===== config.mk =====
export PLATFORM = sky130hd
export DESIGN_NAME = sm4_key_schedule
export DESIGN_NICKNAME = d
export VERILOG_FILES = /design/src/rtl/sm4_encryptor_pkg.sv /design/src/rtl/sm4_key_round.sv /design/src/rtl/sm4_key_schedule.sv
export SDC_FILE = /design/constraint.sdc
export NUM_CORES = 2
export LEC_CHECK = 0
export BUFFER_PORTS_ARGS = -buffer_cell sky130_fd_sc_hd__buf_2
export CAP_MARGIN = 25
export CORE_ASPECT_RATIO = 1.75
export CORE_MARGIN = 2
export CORE_UTILIZATION = 25
export DETAILED_ROUTE_END_ITERATION = 8
export HOLD_SLACK_MARGIN = 0.15
export PLACE_DENSITY_LB_ADDON = 0.1
export REMOVE_ABC_BUFFERS = 1
export SLEW_MARGIN = 20
export SYNTH_ARGS = -nofsm -noshare
export SYNTH_HDL_FRONTEND = slang
export SYNTH_SLANG_ARGS = --single-unit

===== constraint.sdc =====
create_clock -name clk_i -period 87.9 [get_ports clk_i]
set_input_delay 4.395 -clock clk_i [delete_from_list [all_inputs] [get_ports clk_i]]
set_output_delay 4.395 -clock clk_i [all_outputs]
set_load 0.01 [all_outputs]

===== src/rtl/sm4_encryptor_pkg.sv =====
// Shared SM4 constants and types: system parameter FK, fixed parameters CK, S-box,
// and the key-schedule FSM encoding.
package sm4_encryptor_pkg;

    localparam int turn_key_num_p = 32;

    localparam logic [127:0] key_xor_mask_p = 128'hA3B1BAC6_56AA3350_677D9197_B27022DC;

    // CK(i) byte j = (4i + j) * 7 mod 256, byte 0 in the most significant position
    function automatic logic [31:0][31:0] gen_key_aux();
        logic [31:0][31:0] ck;
        ck = '0;
        for (int i = 0; i < 32; i++) begin
            for (int j = 0; j < 4; j++) begin
                ck[i][31-8*j -: 8] = 8'((4 * i + j) * 7);
            end
        end
        return ck;
    endfunction

    localparam logic [31:0][31:0] key_aux_p = gen_key_aux();

    typedef enum logic [1:0] {
        eKeyIdle,
        eKeyEval,
        eKeyReady
    } key_state_e;

    // Listed in natural order, so entry 0x00 lands at index 255: look up with ~x.
    localparam logic [255:0][7:0] sm4_sbox_p = {
        128'hd690e9fecce13db716b614c228fb2c05,
        128'h2b679a762abe04c3aa44132649860699,
        128'h9c4250f491ef987a33540b43edcfac62,
        128'he4b31ca9c908e89580df94fa758f3fa6,
        128'h4707a7fcf37317ba83593c19e6854fa8,
        128'h686b81b27164da8bf8eb0f4b70569d35,
        128'h1e240e5e6358d1a225227c3b01217887,
        128'hd40046579fd327524c3602e7a0c4c89e,
        128'heabf8ad240c738b5a3f7f2cef96115a1,
        128'he0ae5da49b341a55ad933230f58cb1e3,
        128'h1df6e22e8266ca60c02923ab0d534e6f,
        128'hd5db3745defd8e2f03ff6a726d6c5b51,
        128'h8d1baf92bbddbc7f11d95c411f105ad8,
        128'h0ac13188a5cd7bbd2d74d012b8e5b4b0,
        128'h8969974a0c96777e65b9f109c56ec684,
        128'h18f07dec3adc4d2079ee5f3ed7cb3948
    };

endpackage


===== src/rtl/sm4_key_round.sv =====
// One combinational SM4 key-expansion round: K4 = K0 ^ T'(K1 ^ K2 ^ K3 ^ CK).
module sm4_key_round
    import sm4_encryptor_pkg::*;
(
    input  logic [31:0] i_k0,
    input  logic [31:0] i_k1,
    input  logic [31:0] i_k2,
    input  logic [31:0] i_k3,
    input  logic [31:0] i_ck,
    output logic [31:0] o_k4
);

    logic [31:0] w_a;
    logic [31:0] w_b;

    assign w_a = i_k1 ^ i_k2 ^ i_k3 ^ i_ck;

    for (genvar g = 0; g < 4; g++) begin : g_sbox
        assign w_b[8*g +: 8] = sm4_sbox_p[~w_a[8*g +: 8]];
    end

    // L'(B) = B ^ (B <<< 13) ^ (B <<< 23)
    assign o_k4 = i_k0 ^ w_b ^ {w_b[18:0], w_b[31:19]} ^ {w_b[8:0], w_b[31:9]};

endmodule


===== src/rtl/sm4_key_schedule.sv =====
// SM4 round-key generator and store, rounds_per_cycle_p rounds per clock.
// Optional SM4_KEY_ZEROIZE_EN adds zeroize_i to wipe the key file and state.
module sm4_key_schedule
    import sm4_encryptor_pkg::*;
#(
    parameter int rounds_per_cycle_p = 1,
    parameter int rk_addr_width_p    = 5
) (
    input  logic                       clk_i,
    input  logic                       reset_i,
`ifdef SM4_KEY_ZEROIZE_EN
    input  logic                       zeroize_i,
`endif
    input  logic                       key_v_i,
    input  logic [127:0]               key_i,
    output logic                       key_ready_o,
    output logic                       busy_o,
    output logic                       done_o,
    output logic                       keys_valid_o,
    input  logic                       decrypt_i,
    input  logic [rk_addr_width_p-1:0] rk_addr_i,
    output logic [31:0]                rk_o
);

    if (!(rounds_per_cycle_p == 1 || rounds_per_cycle_p == 2 ||
          rounds_per_cycle_p == 4 || rounds_per_cycle_p == 8) ||
        (turn_key_num_p % rounds_per_cycle_p) != 0) begin : g_bad_rpc
        $error("rounds_per_cycle_p must be 1, 2, 4 or 8");
    end
    if (rk_addr_width_p != $clog2(turn_key_num_p)) begin : g_bad_aw
        $error("rk_addr_width_p must equal clog2(turn_key_num_p)");
    end

    key_state_e                  r_state;
    key_state_e                  w_next_state;
    logic [127:0]                r_k;
    logic [5:0]                  r_cnt;
    logic [31:0][31:0]           r_rk;
    logic                        w_load;
    logic                        w_last;
    logic                        w_zeroize;
    logic [31:0]                 w_w [rounds_per_cycle_p+4];
    logic [rk_addr_width_p-1:0]  w_idx;

`ifdef SM4_KEY_ZEROIZE_EN
    assign w_zeroize = zeroize_i;
`else
    assign w_zeroize = 1'b0;
`endif

    assign w_w[0] = r_k[127:96];
    assign w_w[1] = r_k[95:64];
    assign w_w[2] = r_k[63:32];
    assign w_w[3] = r_k[31:0];

    for (genvar g = 0; g < rounds_per_cycle_p; g++) begin : g_round
        sm4_key_round u_round (
            .i_k0 (w_w[g]),
            .i_k1 (w_w[g+1]),
            .i_k2 (w_w[g+2]),
            .i_k3 (w_w[g+3]),
            .i_ck (key_aux_p[r_cnt[4:0] + 5'(g)]),
            .o_k4 (w_w[g+4])
        );
    end

    assign w_last = (r_cnt + 6'(rounds_per_cycle_p)) == 6'(turn_key_num_p);

    always_comb begin
        w_next_state = r_state;
        w_load       = 1'b0;
        done_o       = 1'b0;
        key_ready_o  = 1'b0;
        busy_o       = 1'b0;
        keys_valid_o = 1'b0;
        case (r_state)
            eKeyIdle, eKeyReady: begin
                key_ready_o  = 1'b1;
                keys_valid_o = (r_state == eKeyReady);
                if (key_v_i) begin
                    w_load       = 1'b1;
                    w_next_state = eKeyEval;
                end
            end
            eKeyEval: begin
                busy_o = 1'b1;
                if (w_last) begin
                    done_o       = 1'b1;
                    w_next_state = eKeyReady;
                end
            end
            default: w_next_state = eKeyIdle;
        endcase
        // Zeroize beats both a same-cycle key transfer and completion.
        if (w_zeroize) begin
            w_next_state = eKeyIdle;
            w_load       = 1'b0;
            done_o       = 1'b0;
        end
    end

    always_ff @(posedge clk_i or posedge reset_i) begin
        if (reset_i) begin
            r_state <= eKeyIdle;
            r_k     <= '0;
            r_cnt   <= '0;
            r_rk    <= '0;
        end else begin
            r_state <= w_next_state;
            if (w_zeroize) begin
                r_k   <= '0;
                r_cnt <= '0;
                r_rk  <= '0;
            end else if (w_load) begin
                r_k   <= key_i ^ key_xor_mask_p;
                r_cnt <= '0;
            end else if (r_state == eKeyEval) begin
                r_k   <= {w_w[rounds_per_cycle_p], w_w[rounds_per_cycle_p+1],
                          w_w[rounds_per_cycle_p+2], w_w[rounds_per_cycle_p+3]};
                r_cnt <= r_cnt + 6'(rounds_per_cycle_p);
                for (int g = 0; g < rounds_per_cycle_p; g++) begin
                    r_rk[r_cnt[4:0] + 5'(g)] <= w_w[g+4];
                end
            end
        end
    end

    // 31 - addr in 5-bit arithmetic is the bitwise complement.
    assign w_idx = decrypt_i ? ~rk_addr_i : rk_addr_i;
    assign rk_o  = r_rk[w_idx];

endmodule

==> impl_metrics.env <==
export IMPL_yosysTopAreaCellShare=0.444
export IMPL_clockBufferDepth=3
export IMPL_crit_path_frequent_cell="buf_4"
export IMPL_synth_edff_count=0
export IMPL_first_iter_violations=4725
export IMPL_htreeDepth=3
export IMPL_worst_path_max_delay_cell="buf_4"
export IMPL_syn_to_final_growth_pct=13.5
export IMPL_relSlewSlack=0.226
export IMPL_ys_flop_type="dfrtp_1"
export IMPL_cp_max_fo=44
export IMPL_final_util=0.285
export IMPL_period_minus_slack_ns=13.25
export IMPL_grt_pass1_vias=55400
export IMPL_hold_viol=0
export IMPL_start_util=0.251
export IMPL_synth_top_area_cell="dfrtp_1"
export IMPL_rsz0062_at_grt="no"
export IMPL_ctsHoldBuffers=0
export IMPL_critPathCaptureType="output port"
export IMPL_ant_nets=0
export IMPL_fin_nets=6698
export IMPL_nFillCells=27400
export IMPL_hold_path_class="reg -> reg"
export IMPL_numCtsBuffers=120
export IMPL_worstPathArrival_ns=8.85
export IMPL_num_vias=53600
export IMPL_ys_types=105
export IMPL_critPathKind="in -> out"
export IMPL_start_kind="primary input"
export IMPL_wl_per_cell_um=28.5
export IMPL_cts_sinks=1160
export IMPL_num_io_pins=173
export IMPL_final_max_slew_viol_count=0
export IMPL_worst_pin_slew_ns=1.16
export IMPL_hpwl_mm=183
export IMPL_drt_total_wl_mm=284
export IMPL_postCtsSetupRepairBufs=0
export IMPL_dp_slack_ns=74.44
export IMPL_die_area_um2=266000
export IMPL_crit_chain="buf_2, xnor2_2, buf_4, buf_4, buf_4, mux4_2, mux4_2, mux2_2, buf_2"
export IMPL_dieHeight_um=680
export IMPL_cts_resized=0
export IMPL_drive_gt1_frac=0.187
export IMPL_cts_root_buf="clkbuf_16"
export IMPL_synth_area_leaders="dfrtp_1 44%, mux4_2 11%, nand2_1 8.0%"
export IMPL_portBuffers=172
export IMPL_synth_seq_cells=1160
export IMPL_period_share=0.151
export IMPL_ys_async_sr_fraction=1.00
export IMPL_status="finished, final reports clean"
export IMPL_antenna_found_initial=14
export IMPL_fp_dieW_um=391
export IMPL_rows=248
export IMPL_critPathRequiredTime_ns=83.51
export IMPL_first_pass_iters=8
export IMPL_yosysWarnings=0
export IMPL_avgSynthCellArea_um2=9.76
export IMPL_layout_cells_non_filler=9989
export IMPL_placedCellCount=9760
export IMPL_routed_via_density=5.37
export IMPL_setup_violations=0
export IMPL_fmax_mhz=75.5
export IMPL_maxCapViolations=0
export IMPL_core_area_um2=260000
export IMPL_fin_skew_ns=0.0629
export IMPL_globalplace_congestion=0.953
export IMPL_grt_pass1_wl_mm=413
export IMPL_grtUsageTotal=0.212
export IMPL_seq_area_um2=29000
export IMPL_setup_tns_final_ns=0
export IMPL_tritoncts="built"
export IMPL_clock_latency_ns=0.79
export IMPL_clk_pin_slew_ns=0.06
export IMPL_grt_max_degree=140
export IMPL_overflow=0
export IMPL_drc=0
export IMPL_slowest_delay_ns=0.81
export IMPL_synth_area_um2=65400
export IMPL_multi_input_area_um2=34100
export IMPL_ys_seq_area_frac=0.444
export IMPL_syn_inst=6701
export IMPL_worst_slack_ns=74.65
critical path, delay by kind of cell:
kind	cells	cell delay [ns]
buf+inv	5	2.69
mux	3	1.46
xor+xnor	1	0.15
final timing paths:
path                                 from        end  slack (ns)  cells past startpoint
max in group asynchronous         reset_i  r_rk[157]       79.67                      8
worst min-delay path            r_rk[455]  r_rk[455]        0.47                      2
min in group asynchronous         reset_i  r_rk[881]        3.82                      2
worst max-delay path            decrypt_i   rk_o[24]       74.65                      9
worst min register to register  r_rk[455]  r_rk[455]        0.47                      2
worst max register to register   r_cnt[0]  r_rk[924]       81.47                     17
synth_stat cells (all sizes together), types with 29 or more instances:
library cell  instances
o21ai              1128
ha                   50
a31oi                57
a221oi               29
mux2                117
a311oi               56
o211ai               71
inv                  29
o221ai               39
a21oi               208
a221o                60
xor2                 66
mux2i                32
clkbuf              471
a22oi                68
nand2              1393
mux4                330
a211oi               63
nand3                76
nor3                 97
buf                 209
nor2                312
xnor2               133
o22ai                29
dfrtp              1160
o311ai               42
through the flow:
stage          hold WS, ns  instance area (um^2)
2_1_floorplan        0.441                 62400
3_3_place_gp         0.455                 69800
3_5_place_dp         0.462                 70000
4_1_cts              0.477                 74100
5_1_grt              0.492                 74200
6_report             0.472                 74200
per-layer routing:
| metal | global-route usage | share of wire | up-vias | wire [um] |
|---|---|---|---|---|
| met4 | 0.107 | 0.057 | 8 | 16200 |
| met1 | 0.250 | 0.39 | 26900 | 111000 |
| li1 | - | - | 23900 | - |
| met3 | 0.0249 | 0.044 | 689 | 12500 |
| met5 | 0 | 0.00020 | - | 56 |
| met2 | 0.377 | 0.51 | 2093 | 145000 |
area by class of cell:
class / instances / area share
Clock buffer: 180 / 0.0481
Clock inverter: 42 / 0.00732
Antenna cell: 3 / 0.000101
Timing Repair Buffer: 368 / 0.0350
Inverter: 33 / 0.00180
Tap cell: 3375 / 0.0569
Sequential cell: 1160 / 0.391
Multi-Input combinational cell: 4828 / 0.460
state kept, by name, summed over array words and instances (netlist names):
signal / cells
r_rk: 1024
r_k: 128
r_cnt: 6
r_state: 2
kinds of logic after synthesis:
| family | after synthesis | share of synthesized area |
|---|---|---|
| adders and majority gates | 51 | 0.00972 |
| xor gates and xnor gates | 210 | 0.0345 |
| muxes | 479 | 0.139 |
| buffers and inverters | 713 | 0.0478 |
| AOI/OAI and AO/OA | 2065 | 0.199 |
| DFF | 1160 | 0.444 |
| and+or+nand+nor | 2023 | 0.126 |
layout by cell type (no fill, tap or decap), types with 56 or more instances in the layout:
master and count:
mux2_2 117, a21oi_1 203, o21ai_1 59, nor3_1 95, clkbuf_16 121, a31oi_1 57, buf_2 173, a211oi_1 60
a22oi_1 68, mux4_2 330, dfrtp_1 1160, a221o_1 60, nand2_1 1363, nor2_1 305, a311oi_1 56, buf_4 176
xnor2_1 72, o21ai_0 1011, nand3_1 72, o21ai_2 58, o211ai_1 71
Power is left out: the tool's default activity adds up to more than one toggle a clock period on the data nets, which glitch-free logic cannot reach.
